## config.mk

```make
export PLATFORM = sky130hd
export DESIGN_NAME = alu
export DESIGN_NICKNAME = d
export VERILOG_FILES = /design/src/rtl/alu.sv
export SDC_FILE = /design/constraint.sdc
export NUM_CORES = 1
export LEC_CHECK = 0
export ABC_AREA = 1
export CAP_MARGIN = 20
export CORE_UTILIZATION = 50
export CTS_CLUSTER_SIZE = 14
export DETAILED_ROUTE_END_ITERATION = 7
export PLACE_DENSITY = 0.95
export SKIP_LAST_GASP = 1
export SYNTH_ARGS = -nofsm -noshare
export SYNTH_HDL_FRONTEND = slang
export SYNTH_SLANG_ARGS = --single-unit
```

## constraint.sdc

```tcl
create_clock -name clk -period 1 [get_ports clk]
set_input_delay 0.1 -clock clk [delete_from_list [all_inputs] [get_ports clk]]
set_output_delay 0.1 -clock clk [all_outputs]
set_load 0.01 [all_outputs]
```

## src/rtl/alu.sv

```systemverilog
// Nibble ALU slice: add/logic/shift on 4-bit operands, one registered output stage.
// Carry chains between nibbles through carry_in/carry_out under sequencer control.
module alu (
    input  logic       clk,
    input  logic       rst,
    input  logic       in_valid,
    input  logic [2:0] cmd,
    input  logic       carry_in,
    input  logic       carry_disable,
    input  logic       b_inv,
    input  logic [3:0] d1,
    input  logic [3:0] d2,
    output logic       out_valid,
    output logic [3:0] res,
    output logic       carry_out,
    output logic       zero
);

    typedef enum logic [2:0] {
        CMD_ADD   = 3'd0,
        CMD_AND   = 3'd1,
        CMD_OR    = 3'd2,
        CMD_XOR   = 3'd3,
        CMD_LSHFT = 3'd4,
        CMD_RSHFT = 3'd5
    } cmd_e;

    logic [3:0] b;
    logic       c;
    logic [4:0] sum;
    logic [3:0] res_d, res_q;
    logic       carry_d, carry_q;
    logic       valid_q, zero_q;

    assign b   = b_inv ? ~d2 : d2;
    assign c   = carry_disable ? 1'b0 : carry_in;
    assign sum = {1'b0, d1} + {1'b0, b} + {4'b0, c};

    always_comb begin
        res_d   = 4'h0;
        carry_d = 1'b0;
        case (cmd)
            CMD_ADD:   {carry_d, res_d} = sum;
            CMD_AND:   res_d = d1 & b;
            CMD_OR:    res_d = d1 | b;
            CMD_XOR:   res_d = d1 ^ b;
            CMD_LSHFT: begin
                res_d   = {b[2:0], c};
                carry_d = b[3];
            end
            CMD_RSHFT: begin
                res_d   = {c, b[3:1]};
                carry_d = b[0];
            end
            // Reserved codes yield a zero result but still report valid.
            default: begin
                res_d   = 4'h0;
                carry_d = 1'b0;
            end
        endcase
    end

    always_ff @(posedge clk or posedge rst) begin
        if (rst) begin
            valid_q <= 1'b0;
            res_q   <= 4'h0;
            carry_q <= 1'b0;
            zero_q  <= 1'b1;
        end else begin
            valid_q <= in_valid;
            if (in_valid) begin
                res_q   <= res_d;
                carry_q <= carry_d;
                zero_q  <= (res_d == 4'h0);
            end
        end
    end

    assign out_valid = valid_q;
    assign res       = res_q;
    assign carry_out = carry_q;
    assign zero      = zero_q;

endmodule

```

==> results of run 1 <==
-- synthesized netlist by cell type --
cell	instances	area, sq um
a21oi_1	2	10.0
a21oi_2	1	8.76
a22oi_1	1	7.51
a31oi_1	1	6.26
dfrtp_1	6	150
dfstp_2	1	26.3
fa_1	1	20.0
ha_1	8	100
inv_1	23	86.3
inv_2	4	15.0
nand2_1	47	176
nand2_2	4	25.0
nand3_1	12	60.1
nand3_2	1	10.0
nand4_1	6	37.5
nor2_1	11	41.3
nor2_2	2	12.5
nor3_1	2	10.0
o21ai_1	2	10.0
xor2_1	1	8.76
-- path summary, 6_finish.rpt --
kind,from,to,slack [ns],depth (start not counted)
worst max-delay path,b_inv,res[3],-0.54,14
worst min-delay path,rst,out_valid,0.07,2
worst max register to register,zero,zero,0.16,3
worst min register to register,res[3],res[3],0.51,2
max in group asynchronous,rst,zero,0.66,2
min in group clk,in_valid,out_valid,0.50,2
-- kinds of logic (layout without fill, tap and decap cells) --
group / after synthesis / count (layout) / share of synthesized area, %
compound gates: 7 / 7 / 5.18
xor+xnor: 1 / 1 / 1.07
fa+ha+maj: 9 / 9 / 14.6
buf+inv: 27 / 75 / 12.3
flops: 7 / 7 / 21.5
simple gates: 85 / 85 / 45.4
-- layer usage --
layer	vias to the layer above	track usage, %
met4	0	28.1
met5	-	0
met1	579	41.0
met3	70	7.33
met2	173	78.5
li1	519	-
-- area by class of cell --
cell class | count | area [sq um] | share of cell area, %
Inverter | 27 | 101 | 7.07
Sequential cell | 7 | 176 | 12.3
Timing Repair Buffer | 44 | 383 | 26.7
Multi-Input combinational cell | 102 | 726 | 50.7
Tap cell | 16 | 20.0 | 1.40
Clock buffer | 4 | 26.3 | 1.83
-- power groups by stage --
stage,Combinational [W],Clock [W],Sequential (W)
global route,0.000827,0.000276,0.000351
detailed placement,0.000583,0,0.000350
CTS,0.000643,0.000265,0.000348
finish,0.000783,0.000261,0.000349
global placement,0.000546,0,0.000345
floorplan,0.000273,0,0.000366
-- metrics by stage --
stage / instances / setup WS [ns] / hold WS (ns) / utilization (%)
3_5_place_dp: 190 / -1.11 / 0.342 / 81.6
5_1_grt: 200 / -0.659 / 0.0901 / 94.0
3_3_place_gp: 190 / -0.997 / 0.342 / 81.6
4_1_cts: 201 / -0.503 / 0.0771 / 90.3
2_1_floorplan: 136 / -0.387 / -0.0973 / -
6_report: 200 / -0.541 / 0.0742 / 94.0
-- flip-flops by register name (all words and copies together), names as in the netlist --
name	count
zero	1
carry_out	1
out_valid	1
res	4
-- what timing repair did --
action                                  in CTS  in global routing
pin swaps                                   17                 24
gates resized for setup                     47                 44
buffers inserted                             7                  1
endpoints found under the setup margin      13                 11
-- cells in the final DEF (no fill, tap or decap), types with 3 or more instances in the layout --
cell	n
nand2_1	35
buf_4	19
nand2_2	16
inv_1	15
inv_2	12
nand3_2	7
nand4_1	6
nand3_1	6
dfrtp_1	6
clkbuf_2	6
nor2_2	5
ha_4	5
clkdlybuf4s15_1	5
nor2_4	4
nor2_1	4
clkdlybuf4s50_1	4
buf_6	4
ha_1	3
clkbuf_4	3
dlymetal6s2s_1	3
==> key figures, run 1 <==
Outcome
  – Status: finished with violations
  – Failing checks: negative setup slack

Critical path
  – Startpoint types: primary input
  – Most used cell, CP: nand2_1
  – Worst EP required: 1.14 ns
  – Critical Path Sink Type: register
  – CP peak stage delay: 0.31 ns
  – Setup CP Type: in -> reg
  – Top delay family on crit path: simple AND/OR/NAND/NOR gates
  – Buf+Inv Stages, Crit Path: 4
  – Cell chain of the critical path: buf_12, inv_2, buf_6, nand2_1, nand2_2, inv_2, ha_4, nand4_1, nand3_1, nand2_1, nand3_2, nand2_2, nand2_1, nand2_1
  – Max stage delay cell, worst path: ha_4
  – CP Max Fanout: 6
  – CP arrival: 1.68 ns

Layout
  – Post-layout nets: 211
  – Share of layout cells above drive strength 1: 46.7%
  – Layout area overhead: 74.3%
  – # fillers: 51
  – Post-route cell area: 1430 sq um
  – Ant diodes: 0

Drt
  – Pre-antenna DRT Iters: 8
  – DRC Markers: 0
  – DRT Wirelength: 4380 um
  – WL met2: 1970 um
  – Final ANT Viol Nets: 0
  – WL met1: 1320 um
  – 1st-iter DRT viols: 123
  – WL/cell: 21.9 um
  – Top sig layer: met4
  – Via Count: 1,341
  – Metal3 WL: 501 um
  – Via/cell ratio: 6.71

STA
  – # setup viols final: 6
  – Setup TNS: -2.50 ns
  – Rel. slew slack: 70.0%
  – Final WS setup: -0.541 ns
  – Max Freq: 649 MHz
  – Fin. Hold Viols: 0
  – RSZ-0062 raised after global routing: yes
  – Max Slew Vio Count: 0
  – Worst slew pin tran: 0.446 ns
  – Period minus WS final: 1.54 ns
  – Clock Skews: 0 ns
  – Period utilization: 154%

Synth
  – Seq/Total Area, Yosys: 21.5%
  – Syn avg cell area: 6.04 sq um
  – Cell area after synthesis: 822 sq um
  – YS warnings: 0
  – Distinct cells, synth: 20
  – Syn_nets: 162
  – Synth Instances: 136
  – Synthesized flop and latch total: 7

Global routing
  – Total gr overflow: 0
  – Pin count of the biggest net entering global routing: 8
  – Vias in the first global route: 1,299
  – First-pass GRT wire length: 5680 um
  – Antenna violations before repair: 0
  – GRT Overall Usage: 41.9%

Pwr
  – Leakage Power: 0.766 nW
  – Peak supply drop: 0.699 mV
  – Flop pwr share: 25.1%
  – Switching share of power: 40.8%
  – Clock Power Share: 18.7%
  – Power density over the cells: 972 nW/um^2
  – Final Power: 0.00139 W
  – Sw Pwr: 0.000568 W
  – Power Internal: 0.000825 W
  – Logic pwr share: 56.2%

CTS
  – CTS buffer count: 3
  – Hold-fix buffers, CTS: 0
  – Clock Latency Late Sink: 0.25 ns
  – CTS tree: done
  – Clk slew on worst S/H paths: 0.06 ns
  – CTS sink cnt: 7
  – Clock tree buffer depth: 2
  – Clk root buf: clkbuf_4
  – H-Tree Level Count: 1

Placed design
  – Gpl congestion: 0.871
  – Post-detail-place hpwl: 2130 um
  – Port Buffer Count: 23
  – Placed inst area: 1240 sq um

Run
  – Max Cap Viol: 0

Floorplan
  – Io pins: 24
  – Die height: 42.5 um
  – Core ar.: 1520 sq um
  – Initial Util: 53.9%
  – Num rows: 14
  – Chip Width: 42.5 um
  – Die area: 1810 sq um

Hold path
  – Hold Path Class: in -> async
Note: power is estimated with default switching activity, not from simulation.
==> run 2: changes to the inputs <==
--- a/config.mk
+++ b/config.mk
@@ -8,6 +8,7 @@
 export ABC_AREA = 1
 export CAP_MARGIN = 20
 export CORE_UTILIZATION = 50
+export CTS_BUF_LIST = sky130_fd_sc_hd__clkbuf_4 sky130_fd_sc_hd__clkbuf_8
 export CTS_CLUSTER_SIZE = 14
 export DETAILED_ROUTE_END_ITERATION = 7
 export PLACE_DENSITY = 0.95
==> key figures, run 2 <==
Outcome
  – Status: stopped before the end (was finished with violations)
  – Stage reached: global routing
  – Error: [ERROR DPL-0033] detailed placement checks failed during check placement.

Floorplan
  – Chip Width: 42.5 um (unchanged)
  – Io pins: 24 (unchanged)
  – Initial Util: 53.9% (unchanged)
  – Num rows: 14 (unchanged)
  – Die height: 42.5 um (unchanged)

Synth
  – Cell area after synthesis: 822 sq um (unchanged)
  – Synth Area in Adders: 14.6% (unchanged)
  – Post-synth ARST share: 100% (unchanged)
  – Mux contribution to synthesized area: 0% (unchanged)
  – EDFF count, synth: 0 (unchanged)
  – Area contributors post-synth: nand2_1, dfrtp_1, ha_1 (unchanged)
  – Main combinational cell family by area after synthesis: simple AND/OR/NAND/NOR gates (unchanged)
  – Synth Instances: 136 (unchanged)
  – Most instantiated cells after synthesis: nand2_1, inv_1, nand3_1, nor2_1, ha_1 (unchanged)
  – Syn avg cell area: 6.04 sq um (unchanged)
  – Most frequent cell after synthesis: nand2_1 (unchanged)
  – Seq/Total Area, Yosys: 21.5% (unchanged)
  – Synthesized flop and latch total: 7 (unchanged)
  – Syn_nets: 162 (unchanged)
  – Distinct cells, synth: 20 (unchanged)
  – Ys flop type: dfrtp_1 (unchanged)
  – Simple-Gate Fraction of Synth Area: 45.4% (unchanged)
  – Yosys top cell by area: nand2_1 (unchanged)
  – Synth Area in Compound Gates: 5.18% (unchanged)
  – Synth top area share: 21.5% (unchanged)
  – YS warnings: 0 (unchanged)
  – Synth Area in XOR/XNOR: 1.07% (unchanged)

CTS
  – Clock tree buffer depth: 2 (unchanged)
  – H-Tree Level Count: 1 (unchanged)
  – CTS buffer count: 3 (unchanged)
  – CTS sink cnt: 7 (unchanged)
  – Clk root buf: clkbuf_4 (unchanged)
  – Hold-fix buffers, CTS: 0 (unchanged)

Global routing
  – Pin count of the biggest net entering global routing: 8
  – Antenna violations before repair: 0

Placed design
  – Gpl congestion: 0.871 (unchanged)
  – Placed Instances: 190 (unchanged)
  – Post-detail-place hpwl: 2130 um (unchanged)
  – Port Buffer Count: 23 (unchanged)
  – Placed inst area: 1240 sq um (unchanged)

STA
  – Worst ep type: sequential cell input
  – Grt repair worst endpoint: zero$_DFFE_PP1P_/D
run 2: cell counts after synthesis:
No cell type changed its count.
run 2: cell families after synthesis:
kind of cell,count (synthesis)
AOI/OAI and AO/OA,7
xor gates and xnor gates,1
adders and majority gates,9
buffers and inverters,27
DFF,7
and+or+nand+nor,85
run 2: what timing repair did:
action                                  CTS
endpoints found under the setup margin   13
setup buffers                             7
hold endpoints to repair                  0
resized for setup                        45
pin swaps                                17
run 2: metrics by stage:
| step | setup TNS (ns) | setup slack [ns] |
|---|---|---|
| 2_1_floorplan | -1.58 | -0.387 |
| 3_3_place_gp | -5.59 | -0.997 |
| 3_5_place_dp | -6.07 | -1.11 |
| 4_1_cts | -2.24 | -0.503 |
==> run 3: changes to the inputs <==
--- a/config.mk
+++ b/config.mk
@@ -7,11 +7,10 @@
 export LEC_CHECK = 0
 export ABC_AREA = 1
 export CAP_MARGIN = 20
-export CORE_UTILIZATION = 50
-export CTS_BUF_LIST = sky130_fd_sc_hd__clkbuf_4 sky130_fd_sc_hd__clkbuf_8
-export CTS_CLUSTER_SIZE = 14
+export CORE_AREA = 2 2 63 65
 export DETAILED_ROUTE_END_ITERATION = 7
-export PLACE_DENSITY = 0.95
+export DIE_AREA = 0 0 65 67
+export PLACE_DENSITY_LB_ADDON = 0.15
 export SKIP_LAST_GASP = 1
 export SYNTH_ARGS = -nofsm -noshare
 export SYNTH_HDL_FRONTEND = slang
==> key figures, run 3 (synthesis gave the netlist of run 1 again) <==
Critical path
  – Top delay family on crit path: simple AND/OR/NAND/NOR gates
  – CP arrival: 1.43 ns
  – Worst EP required: 1.11 ns
  – End of the worst register-to-register path: zero
  – CP endpoint: res[3]
  – Worst Setup SP: b_inv
  – Worst path depth: 15
  – Worst R2R Setup Slack: 0.29 ns
  – Cell chain of the critical path: buf_8, buf_12, clkinv_8, buf_6, nand2_2, nand2_2, inv_2, ha_4, nand4_1, nand3_1, nand2_1, nand3_2, nand2_2, nand2_1, nand2_1
  – Startpoint types: primary input
  – Buf+Inv Stages, Crit Path: 5
  – CP Max Fanout: 5
  – Setup CP Type: in -> reg
  – Critical Path Sink Type: register
  – Reg2reg path depth: 2
  – CP peak stage delay: 0.29 ns
  – Max stage delay cell, worst path: ha_4
  – R2R Path Start: zero

Drt
  – Via/cell ratio: 4.26
  – DRT Wirelength: 2310 um
  – WL/cell: 9.67 um
  – Final ANT Viol Nets: 0
  – Via Count: 1,018
  – Pre-antenna DRT Iters: 3
  – 1st-iter DRT viols: 15
  – DRC Markers: 0

Layout
  – Leading cell type in the layout, fill and taps excluded: nand2_1
  – Layout area overhead: 90.6%
  – Commonest cells after routing, fill and taps aside: nand2_1, buf_4, inv_1
  – Post-layout nets: 218
  – # fillers: 386
  – Max reg flops: 4
  – Post-route cell area: 1570 sq um
  – Share of layout cells above drive strength 1: 45.5%
  – Ant diodes: 0

CTS
  – Clk slew on worst S/H paths: 0.04 ns
  – Hold-fix buffers, CTS: 0 (unchanged)
  – Clock Latency Late Sink: 0.22 ns
  – CTS buffer count: 3 (unchanged)
  – CTS tree: done
  – H-Tree Level Count: 1 (unchanged)
  – CTS sink cnt: 7 (unchanged)
  – Clock tree buffer depth: 2 (unchanged)
  – Clk root buf: clkbuf_8 (was clkbuf_4)

Placed design
  – Gpl congestion: 0.862 (was 0.871)
  – Placed inst area: 1320 sq um (was 1240 sq um)
  – Post-detail-place hpwl: 1920 um (was 2130 um)
  – Worst slack at placement: -1.03 ns (was -1.11 ns)
  – Port Buffer Count: 23 (unchanged)

Floorplan
  – Die height: 67 um (was 42.5 um)
  – Chip Width: 65 um (was 42.5 um)
  – Num rows: 22 (was 14)
  – Die area: 4360 sq um
  – Io pins: 24 (unchanged)
  – Initial Util: 22.8% (was 53.9%)
  – Core ar.: 3610 sq um

STA
  – Setup TNS: -1.55 ns
  – Period utilization: 132%
  – Max Slew Vio Count: 0
  – Worst slew pin tran: 0.266 ns
  – Rel. slew slack: 82.3%
  – RSZ-0062 raised after global routing: yes
  – Period minus WS final: 1.32 ns
  – Fin. Hold Viols: 0
  – Final WS setup: -0.318 ns
  – Max Freq: 759 MHz
  – Clock Skews: 0 ns
  – # setup viols final: 6

Global routing
  – Met3 Use GR: 1.69%
  – GR peak layer: met2
  – Met1 GRT Util: 13.7%
  – First-pass GRT wire length: 4170 um
  – GRT Overall Usage: 12.1%
  – Antenna violations before repair: 0
  – Vias in the first global route: 967
  – Met2 Use GR: 22.7%
  – Total gr overflow: 0
  – Pin count of the biggest net entering global routing: 8

Pwr
  – Leakage Power: 0.821 nW
  – Final Power: 0.00142 W
  – Peak supply drop: 0.312 mV
  – Power density over the cells: 908 nW/um^2

Run
  – Max Cap Viol: 0

Hold path
  – Hold Path Class: in -> async

Outcome
  – Failing checks: negative setup slack
  – Status: finished with violations (was stopped before the end)
run 3: per-layer routing:
metal	vias up	part of all wire, %	wire length [um]
met5	-	0	0
li1	537	-	-
met2	21	52	1210
met3	6	4.0	92
met1	454	42	964
met4	0	1.8	41
run 3: layout make-up:
class,count,area (sq um),share of cell area [%]
Clock buffer,4,45.0,2.88
Sequential cell,7,176,11.3
Timing Repair Buffer,51,457,29.2
Tap cell,48,60.1,3.83
Inverter,27,114,7.27
Multi-Input combinational cell,102,714,45.6
run 3: metrics by stage:
stage               hold WS, ns  cells  util (%)
global placement          0.351    227      36.6
global route              0.153    239      43.4
detailed placement        0.357    227      36.6
finish                    0.108    239      43.4
floorplan               -0.0973    136         -
CTS                       0.115    236      40.3
run 3: timing repair:
item,4_1_cts,5_1_grt
endpoints found under the hold margin,0,0
cloned,0,0
setup endpoints to repair,13,12
pin swaps,20,25
gates resized for setup,43,41
buffers inserted,5,4
run 3: report_power, final:
| part | total [W] | internal (W) | switching (W) | leakage, nW |
|---|---|---|---|---|
| combinational | 0.000689 | 0.000357 | 0.000332 | 0.713 |
| sequential | 0.000349 | 0.000327 | 0.0000223 | 0.0846 |
| clock | 0.000385 | 0.000275 | 0.000110 | 0.0228 |
run 3: how the worst min path moves through the flow:
stage,slack [ns],cells after the start,end
after floorplan,-0.1,1,carry_out
final,0.11,2,carry_out
after CTS,0.12,2,carry_out
after global routing,0.15,2,carry_out
after detailed placement,0.36,2,res[0]
after global placement,0.35,2,res[0]
run 3: worst register-to-register path, cell delays in order (launching register included):
cell	delay, ns
dfstp_2	0.54
nand2_1	0.06
nand2_1	0.06
==> run 4: changes to the inputs <==
--- a/config.mk
+++ b/config.mk
@@ -10,7 +10,7 @@
 export CORE_AREA = 2 2 63 65
 export DETAILED_ROUTE_END_ITERATION = 7
 export DIE_AREA = 0 0 65 67
-export PLACE_DENSITY_LB_ADDON = 0.15
+export PLACE_DENSITY_LB_ADDON = 0.1
 export SKIP_LAST_GASP = 1
 export SYNTH_ARGS = -nofsm -noshare
 export SYNTH_HDL_FRONTEND = slang
==> constraint.sdc (replaced) <==
create_clock -name clk -period 1.6 [get_ports clk]
set_input_delay 0.16 -clock clk [delete_from_list [all_inputs] [get_ports clk]]
set_output_delay 0.16 -clock clk [all_outputs]
set_load 0.01 [all_outputs]
==> key figures, run 4 (synthesis gave the netlist of run 1 again) <==
CTS
  – H-Tree Level Count: 1 (unchanged)
  – CTS sink cnt: 7 (unchanged)
  – Clock Latency Late Sink: 0.22 ns (about the same)
  – Clk root buf: clkbuf_8 (unchanged)
  – Clk slew on worst S/H paths: 0.04 ns (about the same)
  – CTS tree: done (unchanged)
  – CTS buffer count: 3 (unchanged)
  – Clock tree buffer depth: 2 (unchanged)

Layout
  – Share of layout cells above drive strength 1: 31.7% (was 45.5%)
  – Commonest cells after routing, fill and taps aside: nand2_1, buf_4, inv_1 (unchanged)
  – Leading cell type in the layout, fill and taps excluded: nand2_1 (unchanged)
  – Multi-input gate area: 639 sq um (was 714 sq um)
  – Post-layout nets: 213 (was 218)
  – Layout area overhead: 74.1% (was 90.6%)
  – Max reg flops: 4 (unchanged)
  – Ant diodes: 0 (unchanged)
  – # fillers: 381 (was 386)
  – Reg area: 176 sq um (unchanged)

Outcome
  – Status: finished, final reports clean (was finished with violations)

Global routing
  – Antenna violations before repair: 0 (unchanged)
  – Total gr overflow: 0 (unchanged)
  – GRT Overall Usage: 12.0% (was 12.1%)
  – Vias in the first global route: 951 (was 967)
  – Pin count of the biggest net entering global routing: 8 (unchanged)
  – First-pass GRT wire length: 4150 um (was 4170 um)

Critical path
  – CP arrival: 1.60 ns (was 1.43 ns)
  – CP Max Fanout: 7 (was 5)
  – Startpoint types: primary input (unchanged)
  – Critical Path Sink Type: register (unchanged)
  – Reg2reg path depth: 2 (unchanged)
  – End of the worst register-to-register path: zero (unchanged)
  – Worst R2R Setup Slack: 0.90 ns (was 0.29 ns)
  – Setup CP Type: in -> reg (unchanged)
  – R2R Path Start: zero (unchanged)
  – Worst EP required: 1.75 ns (was 1.11 ns)

STA
  – Clock Skews: 0 ns (unchanged)
  – Fin. Hold Viols: 0 (unchanged)
  – Rel. slew slack: 80.2% (was 82.3%)
  – Worst slew pin tran: 0.295 ns (was 0.266 ns)
  – # setup viols final: 0 (was 6)
  – Setup TNS: 0 ns (was -1.55 ns)
  – Period minus WS final: 1.45 ns
  – Max Freq: 690 MHz
  – Period utilization: 90.6%
  – Max Slew Vio Count: 0 (unchanged)
  – RSZ-0062 raised after global routing: no (was yes)

Pwr
  – Power density over the cells: 595 nW/um^2 (was 908 nW/um^2)
  – Peak supply drop: 0.212 mV (was 0.312 mV)
  – Leakage Power: 0.774 nW (was 0.821 nW)
  – Final Power: 0.000852 W (was 0.00142 W)

Floorplan
  – Initial Util: 22.8% (unchanged)
  – Num rows: 22 (unchanged)
  – Core ar.: 3610 sq um (unchanged)
  – Io pins: 24 (unchanged)
  – Chip Width: 65 um (unchanged)
  – Die area: 4360 sq um (unchanged)
  – Die height: 67 um (unchanged)

Run
  – Max Cap Viol: 0 (unchanged)

Drt
  – WL/cell: 9.82 um (was 9.67 um)
  – Final ANT Viol Nets: 0 (unchanged)
  – DRT Wirelength: 2300 um (was 2310 um)
  – 1st-iter DRT viols: 39 (was 15)
  – Pre-antenna DRT Iters: 4 (was 3)
  – DRC Markers: 0 (unchanged)
  – Via Count: 986 (was 1,018)
  – Via/cell ratio: 4.21 (was 4.26)

Placed design
  – Post-detail-place hpwl: 1880 um (was 1920 um)
  – Port Buffer Count: 23 (unchanged)
  – Gpl congestion: 0.864 (was 0.862)

Hold path
  – Hold Path Class: in -> async (unchanged)
## run 4: per-layer routing
metal | wire length [um] | GRT usage, %
met5 | 0 | 0
met4 | 0 | 1.60
met3 | 108 | 1.86
met2 | 1090 | 21.0
met1 | 1100 | 15.8
## run 4: final cells by class
| cell class | count | area share [%] |
|---|---|---|
| Inverter | 27 | 7.26 |
| Timing Repair Buffer | 46 | 28.4 |
| Clock buffer | 4 | 3.15 |
| Sequential cell | 7 | 12.3 |
| Tap cell | 48 | 4.20 |
| Multi-Input combinational cell | 102 | 44.7 |
## run 4: repair_timing
item | CTS | global route
pin swaps | 6 | 10
hold buffers | 0 | 0
resized for setup | 18 | 19
buffers inserted | 0 | 3
endpoints found under the setup margin | 6 | 5
## run 4: worst max-delay path by stage
stage	from	to	slack, ns	depth (start not counted)
2_1_floorplan	b_inv	zero	0.03	10
3_3_place_gp	b_inv	zero	-0.55	12
3_5_place_dp	b_inv	zero	-0.55	14
4_1_cts	d1[0]	zero	-0.03	10
5_1_grt	cmd[0]	zero	0.02	11
6_report	cmd[2]	res[1]	0.15	8
## run 4: metrics by stage
stage	hold slack (ns)	std cells	cell area, sq um	utilization (%)	worst slack, ns
2_1_floorplan	-0.0373	136	822	-	0.0289
3_3_place_gp	0.406	227	1260	35.0	-0.547
3_5_place_dp	0.417	227	1260	35.0	-0.547
4_1_cts	0.180	231	1380	38.2	-0.0301
5_1_grt	0.197	234	1430	39.7	0.0188
6_report	0.165	234	1430	39.7	0.150
## run 4: worst max-delay path, stage by stage
cell             delay (ns)
clkdlybuf4s50_1        0.59
inv_2                  0.12
nor2_1                 0.28
nand2_1                0.10
nand2_1                0.08
nor2_2                 0.05
buf_4                  0.12
a21oi_1                0.12
## run 4: where the power goes
part / switching, W / internal, W / leakage (nW)
logic: 0.000188 / 0.000204 / 0.667
registers: 0.0000119 / 0.000204 / 0.0846
clock network: 0.0000718 / 0.000172 / 0.0228
